==> config.mk <==
export PLATFORM = sky130hd
export DESIGN_NAME = led_rgb_blink_core
export DESIGN_NICKNAME = d
export VERILOG_FILES = /design/src/rtl/led_rgb_blink_core.sv
export SDC_FILE = /design/constraint.sdc
export NUM_CORES = 1
export LEC_CHECK = 0
export BUFFER_PORTS_ARGS = -buffer_cell sky130_fd_sc_hd__buf_4
export CAP_MARGIN = 20
export CORE_MARGIN = 2
export CORE_UTILIZATION = 30
export CTS_CLUSTER_SIZE = 30
export DETAILED_ROUTE_END_ITERATION = 12
export HOLD_SLACK_MARGIN = 0.05
export PLACE_DENSITY = 0.43
export SLEW_MARGIN = 5
export SYNTH_ARGS = -nofsm -noshare
export SYNTH_HDL_FRONTEND = slang
export SYNTH_SLANG_ARGS = --single-unit
==> constraint.sdc <==
create_clock -name aclk -period 4.9 [get_ports aclk]
set_input_delay 0.245 -clock aclk [delete_from_list [all_inputs] [get_ports aclk]]
set_output_delay 0.245 -clock aclk [all_outputs]
set_load 0.02 [all_outputs]
==> src/rtl/led_rgb_blink_core.sv <==
// Three independent R/G/B LED blink channels sharing one free-running prescaler tick.
// Each channel is OFF / CONST / BLINK / HOLD; pins and status come straight from the lit registers.
module led_rgb_blink_core #(
  parameter int unsigned PRESCALE       = 1,
  parameter bit          LED_ACTIVE_LOW = 1'b0
) (
  input  logic        aclk,
  input  logic        aresetn,
  input  logic        user_resetn,
  input  logic        mode_r,
  input  logic        mode_g,
  input  logic        mode_b,
  input  logic        enable_r,
  input  logic        enable_g,
  input  logic        enable_b,
  input  logic        holded_r,
  input  logic        holded_g,
  input  logic        holded_b,
  input  logic [31:0] duration_r,
  input  logic [31:0] duration_g,
  input  logic [31:0] duration_b,
  output logic        led_r,
  output logic        led_g,
  output logic        led_b,
  output logic        led_r_sts,
  output logic        led_g_sts,
  output logic        led_b_sts
);

  typedef enum logic [1:0] {OFF, CONST, BLINK, HOLD} state_t;

  logic        rst;
  logic [31:0] pre;
  logic        tick;
  logic [2:0]  mode_v;
  logic [2:0]  en_v;
  logic [2:0]  hold_v;
  logic [31:0] dur_v [3];

  assign rst    = !aresetn || !user_resetn;
  assign mode_v = {mode_b, mode_g, mode_r};
  assign en_v   = {enable_b, enable_g, enable_r};
  assign hold_v = {holded_b, holded_g, holded_r};

  always_comb begin
    dur_v[0] = duration_r;
    dur_v[1] = duration_g;
    dur_v[2] = duration_b;
  end

  assign tick = (pre == 32'(PRESCALE - 1));

  always_ff @(posedge aclk) begin
    if (rst || tick) pre <= '0;
    else             pre <= pre + 32'd1;
  end

  for (genvar c = 0; c < 3; c++) begin : g_ch
    state_t      st_q, st_d;
    logic        lit_q, lit_d;
    logic [31:0] cnt_q, cnt_d;
    logic [31:0] dur_eff;

    always_comb begin
      dur_eff = (dur_v[c] == '0) ? 32'd1 : dur_v[c];
      st_d    = st_q;
      lit_d   = lit_q;
      cnt_d   = cnt_q;
      if (!en_v[c]) begin
        if (hold_v[c]) begin
          st_d = HOLD;
        end else begin
          st_d  = OFF;
          lit_d = 1'b0;
          cnt_d = '0;
        end
      end else if (!mode_v[c]) begin
        st_d  = CONST;
        lit_d = 1'b1;
        cnt_d = '0;
      end else if (st_q == OFF || st_q == CONST) begin
        st_d  = BLINK;
        lit_d = 1'b1;
        cnt_d = '0;
      end else begin
        // Resuming from HOLD counts the resume cycle's tick, so the frozen phase continues seamlessly.
        st_d = BLINK;
        if (tick) begin
          if (cnt_q >= dur_eff - 32'd1) begin
            lit_d = !lit_q;
            cnt_d = '0;
          end else begin
            cnt_d = cnt_q + 32'd1;
          end
        end
      end
    end

    always_ff @(posedge aclk) begin
      if (rst) begin
        st_q  <= OFF;
        lit_q <= 1'b0;
        cnt_q <= '0;
      end else begin
        st_q  <= st_d;
        lit_q <= lit_d;
        cnt_q <= cnt_d;
      end
    end
  end

  assign led_r     = g_ch[0].lit_q ^ LED_ACTIVE_LOW;
  assign led_g     = g_ch[1].lit_q ^ LED_ACTIVE_LOW;
  assign led_b     = g_ch[2].lit_q ^ LED_ACTIVE_LOW;
  assign led_r_sts = g_ch[0].lit_q;
  assign led_g_sts = g_ch[1].lit_q;
  assign led_b_sts = g_ch[2].lit_q;

endmodule

**After elaboration in Yosys (flattened, before gate mapping)**

Cells that the tools add are included.

- Register bits after elaboration: 137
- Bits of input ports: 108

- $add $sub $neg: 7
- Order comparisons: 3
- Equality and inequality tests: 12
- Mux-type cells: 48
- Reduce and logical (&&, ||, !) cells: 23

Operator list:

| cell | number |
|---|---|
| $mux 32 | 21 |
| $add 32x1->32 const B | 4 |
| $logic_not 32->1 | 4 |
| $ge 32x32->1 | 3 |
| $sub 32x1->32 const B | 3 |
| $ne 4x2->1 const B | 6 |
| $mux 1 | 18 |
| $mux 2 | 9 |
| $reduce_and 3->1 | 3 |
| $eq 2x1->1 const B | 3 |
| $logic_not 2->1 | 3 |
| $ne 2x2->1 const B | 3 |
| $reduce_and 2->1 | 3 |
| $logic_not 1->1 | 5 |
| $logic_or 1x1->1 | 5 |

**Longest topological paths before layout**

Gate-level depths: netlist of the first run.

- Depth after elaboration: 9
- Gate-level depth with buffers: 21
- Mapped depth without buffers: 20

**Least setup slack after synthesis of the first run**

No wires, ideal clock.

- Path type: input port to flip-flop
- Start point: in duration_b[11]
- End point: reg g_ch[2].cnt_q[0]
- Library setup time: 0.128 ns
- Data arrival time: 4.362 ns
- Required time: 4.772 ns
- Path slack: 0.410 ns
- Stages: 20
- Path buffers: 1
- Path through: or4_1 > nor4_1 > nand3_1 > nor2_1 > nor2_1 > ha_1 > nand2_1 > or2_2 > nor4_1 > nor2b_1 > xnor2_1 > ha_1 > nand4_1 > or4_1 > o32a_1 > nand4_1 > a21oi_1 > o21ai_1 > clkbuf_1 > nor2_1

- Longest elaborated chain between the ends: 9

RTL lines:

| item | RTL line | text |
|---|---|---|
| start, declared | 21 | `input logic [31:0] duration_b,` |
| $logic_not 32->1 | 65 | `dur_eff = (dur_v[c] == '0) ? 32'd1 : dur_v[c];` |
| $mux 32 * | 65 |  |
| $sub 32x1->32 * | 89 | `if (cnt_q >= dur_eff - 32'd1) begin` |
| $ge 32x32->1 * | 89 |  |
| $mux 32 * | 89 |  |
| $mux 32 * | 88 | `if (tick) begin` |
| $mux 32 * | 81 | `end else if (st_q == OFF \|\| st_q == CONST) begin` |
| $mux 32 * | 77 | `end else if (!mode_v[c]) begin` |
| $mux 32 * | 69 | `if (!en_v[c]) begin` |
| end signal, assigned | 107 | `cnt_q <= cnt_d;` |
| end, declared | 61 | `logic [31:0] cnt_q, cnt_d;` |

Mark *: on every way between the ends. The rest lies on a longest branch, timed or not. The select of a mux whose other input is x is not followed.
A chain may end at the register's enable or synchronous reset.

**Final worst setup path of the first run**

- Start point: in duration_b[24]
- End point: reg g_ch[2].cnt_q[20]

Same word-level chain as after synthesis.

==> flow_metrics.py, run 1 <==
metrics = {
    "outcome": {
        "outcome": "finished, final reports clean",
    },
    "setup_path": {
        "path_class": "in2reg",
        "worstPathMaxFanout": 32,
        "path_common_cell": "nor2_1",
        "critPathTopFamily": "simple AND/OR/NAND/NOR gates",
        "required_ps": 5200,
        "reg2reg_from": "pre[28]$_SDFF_PP0_",
        "crit_path_start_kind": "input port",
        "endpoint": "g_ch[2].cnt_q[20]$_SDFFE_PP0P_",
        "startpoint": "duration_b[24]",
        "r2r_end": "g_ch[0].cnt_q[27]$_SDFFE_PP0P_",
        "crit_chain": "buf_4 -> or4_1 -> nor4_1 -> buf_4 -> nand3_1 -> nor2_1 -> nor2_1 -> ha_1 -> nand2_1 -> or2_2 -> nor4_1 -> nand3b_1 -> xor2_1 -> ha_1 -> nand4_1 -> or4_1 -> o32a_1 -> nand4_1 -> a21oi_1 -> o21ai_2 -> buf_12 -> nor2_1",
        "slowest_stage": "nor4_1",
        "r2r_cells": 8,
        "arrival_ps": 4650,
        "r2r_setup_slack_ps": 1990,
        "crit_buf_inv": 3,
        "slowest_delay_ps": 710,
        "crit_cells": 22,
        "end_kind": "flip-flop",
    },
    "placed_design": {
        "dp_cells": 1718,
        "port_buffers": 113,
        "placed_area_um2": 11130,
        "place_congestion": 0.8090,
        "hpwlAfterDp_um": 19300,
    },
    "run": {
        "maxCapViolCount": 0,
    },
    "route": {
        "drt_iter0_markers": 333,
        "viasPerCell": 4.896,
        "drc": 0,
        "ant_nets": 0,
        "routed_wl_um": 24030,
        "first_pass_iters": 5,
        "routedWlPerCell_um": 13.74,
        "vias": 8563,
    },
    "global_route": {
        "track_usage_pct": 14.64,
        "grt_max_degree": 33,
        "grt.overflow.total": 0,
        "grt_pass1_wl_um": 40280,
        "grt_pass1_vias": 8182,
        "antenna_found_initial": 1,
    },
    "cells_and_area": {
        "design_area_um2": 11720,
        "finalNetCount": 1547,
        "fin_cells": 1749,
        "n_fill_cell": 3306,
        "final_layout_size_suffix_gt1_share_pct": 12.92,
        "area_growth_pct": 20.44,
        "diodes": 0,
    },
    "synthesis": {
        "synthArstFlopShare_pct": 0,
        "avgSynthCellArea_um2": 8.010,
        "synth_top_area_share_pct": 27.56,
        "syn-cell-area_um2": 9732,
        "syn-num-nets": 1427,
        "ys_seq_elements": 134,
        "synth_cells": 1215,
        "synth_edf_count": 0,
        "yosys_warnings": 0,
        "synth_top_area_cell": "dfxtp_1",
        "synth_ff_type": "dfxtp_1",
        "yosysUniqueCellTypes": 57,
        "yosysSeqAreaShare_pct": 27.56,
        "synthTopCellsByArea": "dfxtp_1 (28%), ha_1 (13%), xnor2_1 (9.8%), nor2_1 (7.8%), xor2_1 (7.6%)",
    },
    "cts": {
        "clkLatencyLatePin_ps": 410,
        "path_clk_slew_ps": 60,
        "htree_levels": 4,
        "post_cts_buffers": 0,
        "cts.repair.resized": 0,
        "cts_tree": "done",
        "numCtsBuffers": 17,
        "holdBufCountCts": 0,
        "clock_path_buffers": 2,
        "cts-root-buf": "clkbuf_16",
        "cts_sinks": 134,
    },
    "timing": {
        "fmax_ghz": 0.2298,
        "fin_crit_sh_pct": 88.80,
        "slew_headroom_pct": 33.92,
        "rsz0062_at_grt": "false",
        "slew_viol_final": 0,
        "setup-tns-final_ps": 0,
        "fin_skew_ps": 6.846,
        "setup_violations": 0,
        "hold_violations": 0,
        "worst_pin_slew_ps": 983.7,
        "min_period_ps": 4351,
    },
    "pwr": {
        "p_switching_uw": 601.8,
        "p_total_mw": 2.640,
        "p_sw_share_pct": 22.80,
        "power_density_nw_per_um2": 225.2,
        "p_clk_share_pct": 49.1,
        "p_leak_nw": 4.327,
        "pwr-share-seq_pct": 41.5,
        "peakVddDrop_v": 0.0002370,
        "p_int_mw": 2.038,
        "p_comb_share_pct": 9.4,
    },
    "floorplanning": {
        "chipWidth_um": 184.1,
        "num_io_pins": 114,
        "core-area_um2": 31720,
        "die_h_um": 184.1,
        "die_area_um2": 33900,
        "rows": 65,
        "start_util_pct": 30.68,
    },
    "min_path": {
        "min_path_type": "in2reg",
    },
}
cells in the final DEF (no fill, tap or decap), types with 7 or more instances in the layout:
cell,netlist,layout
a21o_1,17,17
a21oi_1,37,37
and3_1,27,27
and4_1,7,7
buf_4,3,125
clkbuf_16,0,17
dfxtp_1,134,134
ha_1,104,104
inv_1,28,28
nand2_1,99,99
nand2b_1,11,11
nand3_1,51,51
nand4_1,48,48
nor2_1,202,202
nor3_1,44,44
nor4_1,34,34
o211ai_1,8,8
o21ai_0,30,30
or3_1,20,20
or4_1,17,17
xnor2_1,109,109
xor2_1,85,85
sequential cells by signal (all words and copies together), names as in the netlist:
signal / cells
led_r: 1
g_ch.st_q: 3
pre: 32
led_g: 1
led_b: 1
g_ch.cnt_q: 96
synthesized netlist by cell type, types with 2 or more instances:
cell / count
nor4_1: 34
xnor2_1: 109
nand4_1: 48
nor3b_1: 4
nor2b_1: 6
o21ai_0: 30
and2_1: 6
and4_1: 7
inv_1: 28
and3_1: 27
ha_1: 104
nand2b_1: 11
or3_1: 20
o2111ai_1: 2
nand3_1: 51
a21o_1: 17
o21ai_1: 4
dfxtp_1: 134
a21oi_1: 37
or4_4: 2
a31oi_1: 2
nand3b_1: 4
buf_4: 3
o211ai_1: 8
mux2i_1: 3
or2_2: 5
or4_1: 17
nand2_1: 99
o31ai_1: 2
a2111oi_0: 4
xor2_1: 85
o21a_1: 5
a211oi_1: 6
nor3_1: 44
nor2_1: 202
clkbuf_1: 23
nor4b_1: 2
worst min-delay path: cells and delay by family:
kind	cells	cell delay [ps]
simple gates	1	50
compound gates	1	50
buf+inv	1	120
metrics by stage:
step	hold WS (ps)	utilization (%)	setup WS, ps
final	102.0	36.95	548.9
after global routing	91.31	36.95	198.9
after CTS	73.76	36.95	498.5
after detailed placement	486.7	35.09	62.82
after global placement	477.1	35.09	96.74
after floorplan	384.6	-	410.4
logic make-up (layout without fill, tap and decap cells):
family	Yosys count	in the layout	synth area share (%)
AO/OA/AOI/OAI	128	128	8.434
XOR/XNOR	194	194	17.46
adder cells (fa/ha/maj)	104	104	13.37
buffers and inverters	55	187	2.250
flip-flops	134	134	27.56
multiplexers	3	3	0.3086
AND/OR/NAND/NOR	597	597	30.61
routing by layer:
| layer | vias to the layer above | GRT usage, % | share of wire (%) |
|---|---|---|---|
| met3 | 13 | 2.707 | 2.8 |
| met4 | 2 | 2.848 | 0.65 |
| met2 | 91 | 23.74 | 44 |
| met5 | - | 0 | 0.050 |
| li1 | 4550 | - | - |
| met1 | 3907 | 20.30 | 52 |
power by group through the flow:
stage | Clock, mW | Combinational (mW) | Sequential [mW]
after CTS | 1.35 | 0.252 | 1.10
after floorplan | 0 | 0.113 | 1.12
after detailed placement | 0 | 0.250 | 1.12
final | 1.30 | 0.248 | 1.10
after global placement | 0 | 0.250 | 1.12
after global routing | 1.39 | 0.277 | 1.10
final cells by class:
class                      instances  area, µm²  area share, %
inverter                          28      105.1         0.8967
sequential                       134       2683          22.89
tap                              402      503.0          4.291
multi-input combinational       1026       6842          58.37
clock inverter                     9      126.4          1.078
clock buffer                      22      464.2          3.960
timing repair buffer             128      998.5          8.518
how the worst min path moves through the flow:
stage / cells past startpoint / end / start
6_report: 3 / g_ch[2].st_q[1]$_SDFF_PP0_ / mode_b
3_5_place_dp: 2 / pre[31]$_SDFF_PP0_ / pre[31]$_SDFF_PP0_
2_1_floorplan: 2 / g_ch[0].st_q[1]$_SDFF_PP0_ / mode_r
5_1_grt: 3 / g_ch[2].st_q[1]$_SDFF_PP0_ / mode_b
3_3_place_gp: 2 / pre[31]$_SDFF_PP0_ / pre[31]$_SDFF_PP0_
4_1_cts: 3 / g_ch[2].st_q[1]$_SDFF_PP0_ / mode_b
Power figures use the tool's default switching activity.
==> run 2, diff against run 1 <==
--- a/config.mk
+++ b/config.mk
@@ -7,12 +7,14 @@
 export LEC_CHECK = 0
 export BUFFER_PORTS_ARGS = -buffer_cell sky130_fd_sc_hd__buf_4
 export CAP_MARGIN = 20
+export CELL_PAD_IN_SITES_DETAIL_PLACEMENT = 1
+export CELL_PAD_IN_SITES_GLOBAL_PLACEMENT = 1
 export CORE_MARGIN = 2
 export CORE_UTILIZATION = 30
 export CTS_CLUSTER_SIZE = 30
 export DETAILED_ROUTE_END_ITERATION = 12
 export HOLD_SLACK_MARGIN = 0.05
-export PLACE_DENSITY = 0.43
+export PLACE_DENSITY = 0.55
 export SLEW_MARGIN = 5
 export SYNTH_ARGS = -nofsm -noshare
 export SYNTH_HDL_FRONTEND = slang
==> run 2 against run 1 <==
Against the previous run: clock skew increased by 9.0 ps; sequential share of layout area is 0.22 points lower; highest routed layer is now met4; largest power group unchanged; critical path depth grew 1; setup slack got worse by 100 ps.
==> flow_metrics.py, run 2 (synthesized netlist as in run 1, its figures left out) <==
metrics = {
    "outcome": {
        "outcome": "finished, final reports clean",
    },
    "timing": {
        "min_period_ps": 4453,
        "slew_viol_final": 0,
        "rsz0062_at_grt": "false",
        "fin_ws_ps": 446.7,
        "slew_headroom_pct": 33.26,
        "fin_skew_ps": 15.83,
        "setup_violations": 0,
        "fmax_ghz": 0.2246,
        "worst_pin_slew_ps": 993.5,
        "hold_violations": 0,
        "fin_crit_sh_pct": 90.88,
    },
    "setup_path": {
        "slowest_stage": "or4_1",
        "reg2reg_from": "pre[0]$_SDFF_PP0_",
        "slowest_delay_ps": 440,
        "path_common_cell": "nor2_1",
        "worstPathMaxFanout": 25,
        "arrival_ps": 4750,
        "crit_path_start_kind": "input port",
        "end_kind": "flip-flop",
        "r2r_end": "g_ch[0].cnt_q[2]$_SDFFE_PP0P_",
        "crit_chain": "buf_4 -> or3_1 -> or3_1 -> or4_1 -> nor3_1 -> buf_4 -> nor2_1 -> ha_1 -> nand2_1 -> or2_1 -> nor3b_2 -> nand2_1 -> nor2_1 -> xnor2_1 -> ha_1 -> nand4_1 -> a211oi_1 -> o21ai_0 -> nand4_1 -> a31oi_1 -> o21ai_2 -> buf_12 -> nor2_1",
        "required_ps": 5200,
        "r2r_cells": 10,
        "path_class": "in2reg",
        "r2r_setup_slack_ps": 1790,
    },
    "global_route": {
        "track_usage_pct": 16.88,
        "grt.overflow.total": 0,
        "grt_pass1_wl_um": 46250,
        "antenna_found_initial": 0,
        "grt_max_degree": 33,
        "grt_pass1_vias": 9161,
    },
    "min_path": {
        "min_path_type": "in2reg",
        "hold_path_startpoint": "mode_r",
        "worstHoldEndpoint": "g_ch[0].st_q[1]$_SDFF_PP0_",
        "whs_path_depth": 3,
    },
    "route": {
        "viasPerCell": 5.036,
        "first_pass_iters": 4,
        "drt_iter0_markers": 255,
        "routedWlPerCell_um": 15.60,
        "routed_wl_um": 27500,
        "vias": 8878,
        "ant_nets": 0,
        "drc": 0,
    },
    "cells_and_area": {
        "fin_cells": 1763,
        "largest_reg_flops": 96,
        "diodes": 0,
        "top_register": "g_ch.cnt_q",
        "layout_common_cells": "nor2_1 (202), buf_4 (138), dfxtp_1 (134)",
        "final_layout_size_suffix_gt1_share_pct": 14.03,
        "final_common_cell": "nor2_1",
        "reg.largest.list": "g_ch.cnt_q: 96 flops, pre: 32 flops, g_ch.st_q: 3 flops",
        "area_growth_pct": 21.63,
        "finalNetCount": 1560,
    },
    "floorplanning": {
        "rows": 65,
        "die_area_um2": 33900,
        "die_h_um": 184.1,
        "core-area_um2": 31720,
        "chipWidth_um": 184.1,
        "start_util_pct": 30.68,
        "num_io_pins": 114,
    },
    "cts": {
        "holdBufCountCts": 0,
        "cts-root-buf": "clkbuf_16",
        "htree_levels": 4,
        "cts.repair.resized": 0,
        "numCtsBuffers": 17,
        "cts_sinks": 134,
        "post_cts_buffers": 0,
        "clock_path_buffers": 2,
        "clkLatencyLatePin_ps": 420,
        "path_clk_slew_ps": 60,
        "cts_tree": "done",
    },
    "pwr": {
        "peakVddDrop_v": 0.0002585,
        "power_density_nw_per_um2": 225.9,
        "p_leak_nw": 4.391,
    },
    "run": {
        "maxCapViolCount": 0,
    },
    "placed_design": {
        "port_buffers": 113,
        "hpwlAfterDp_um": 22100,
        "place_congestion": 0.7695,
        "dp_cells": 1731,
        "post-place-ws_ps": -6.071,
    },
}
==> run 2: worst max path at each step <==
stage	start	end	slack [ps]	cells after the start
6_report	duration_r[14]	g_ch[0].cnt_q[2]$_SDFFE_PP0P_	450	23
5_1_grt	duration_r[14]	g_ch[0].cnt_q[7]$_SDFFE_PP0P_	60	23
4_1_cts	duration_r[14]	g_ch[0].cnt_q[2]$_SDFFE_PP0P_	410	23
3_5_place_dp	duration_r[14]	g_ch[0].cnt_q[2]$_SDFFE_PP0P_	-6	21
3_3_place_gp	duration_g[5]	g_ch[1].cnt_q[21]$_SDFFE_PP0P_	180	21
2_1_floorplan	duration_b[11]	g_ch[2].cnt_q[0]$_SDFFE_PP0P_	410	20
==> run 2: report_power, final <==
part / internal (mW) / switching, mW / total [mW]
logic: 0.127 / 0.128 / 0.255
registers: 1.09 / 0.00295 / 1.09
clock network: 0.775 / 0.550 / 1.32
total: 1.99 / 0.681 / 2.67
==> run 2: through the flow <==
step                power (mW)  hold slack, ps  util (%)  TNS [ps]  cell area [µm²]
finish                   2.674           101.4     37.32         0            11840
global route             2.799           81.66     37.32         0            11840
detailed placement       1.378           487.5     35.40    -32.65            11230
CTS                      2.724           72.65     37.32         0            11840
global placement         1.374           478.3     35.40         0            11230
floorplan                1.233           384.6         -         0             9732
==> run 2: layer usage <==
layer	vias to the layer above	global-route usage [%]	share of wire [%]
li1	4574	-	-
met1	4210	22.28	50
met2	89	29.24	47
met3	5	2.470	2.5
met4	0	3.392	0.49
met5	-	0	0
==> run 2: worst max-delay path, delay by kind of cell <==
kind	cells	cell delay [ps]
AO/OA/AOI/OAI	4	810
AND/OR/NAND/NOR	13	2500
buffers and inverters	3	520
adder cells (fa/ha/maj)	2	500
XOR/XNOR	1	130
==> run 2: final cells by class <==
class | instances | area, µm²
fill | 3852 | 19880
multi-input combinational | 1026 | 6842
sequential | 134 | 2683
timing repair buffer | 141 | 1096
tap | 402 | 503.0
clock buffer | 17 | 425.4
clock inverter | 15 | 182.7
inverter | 28 | 105.1
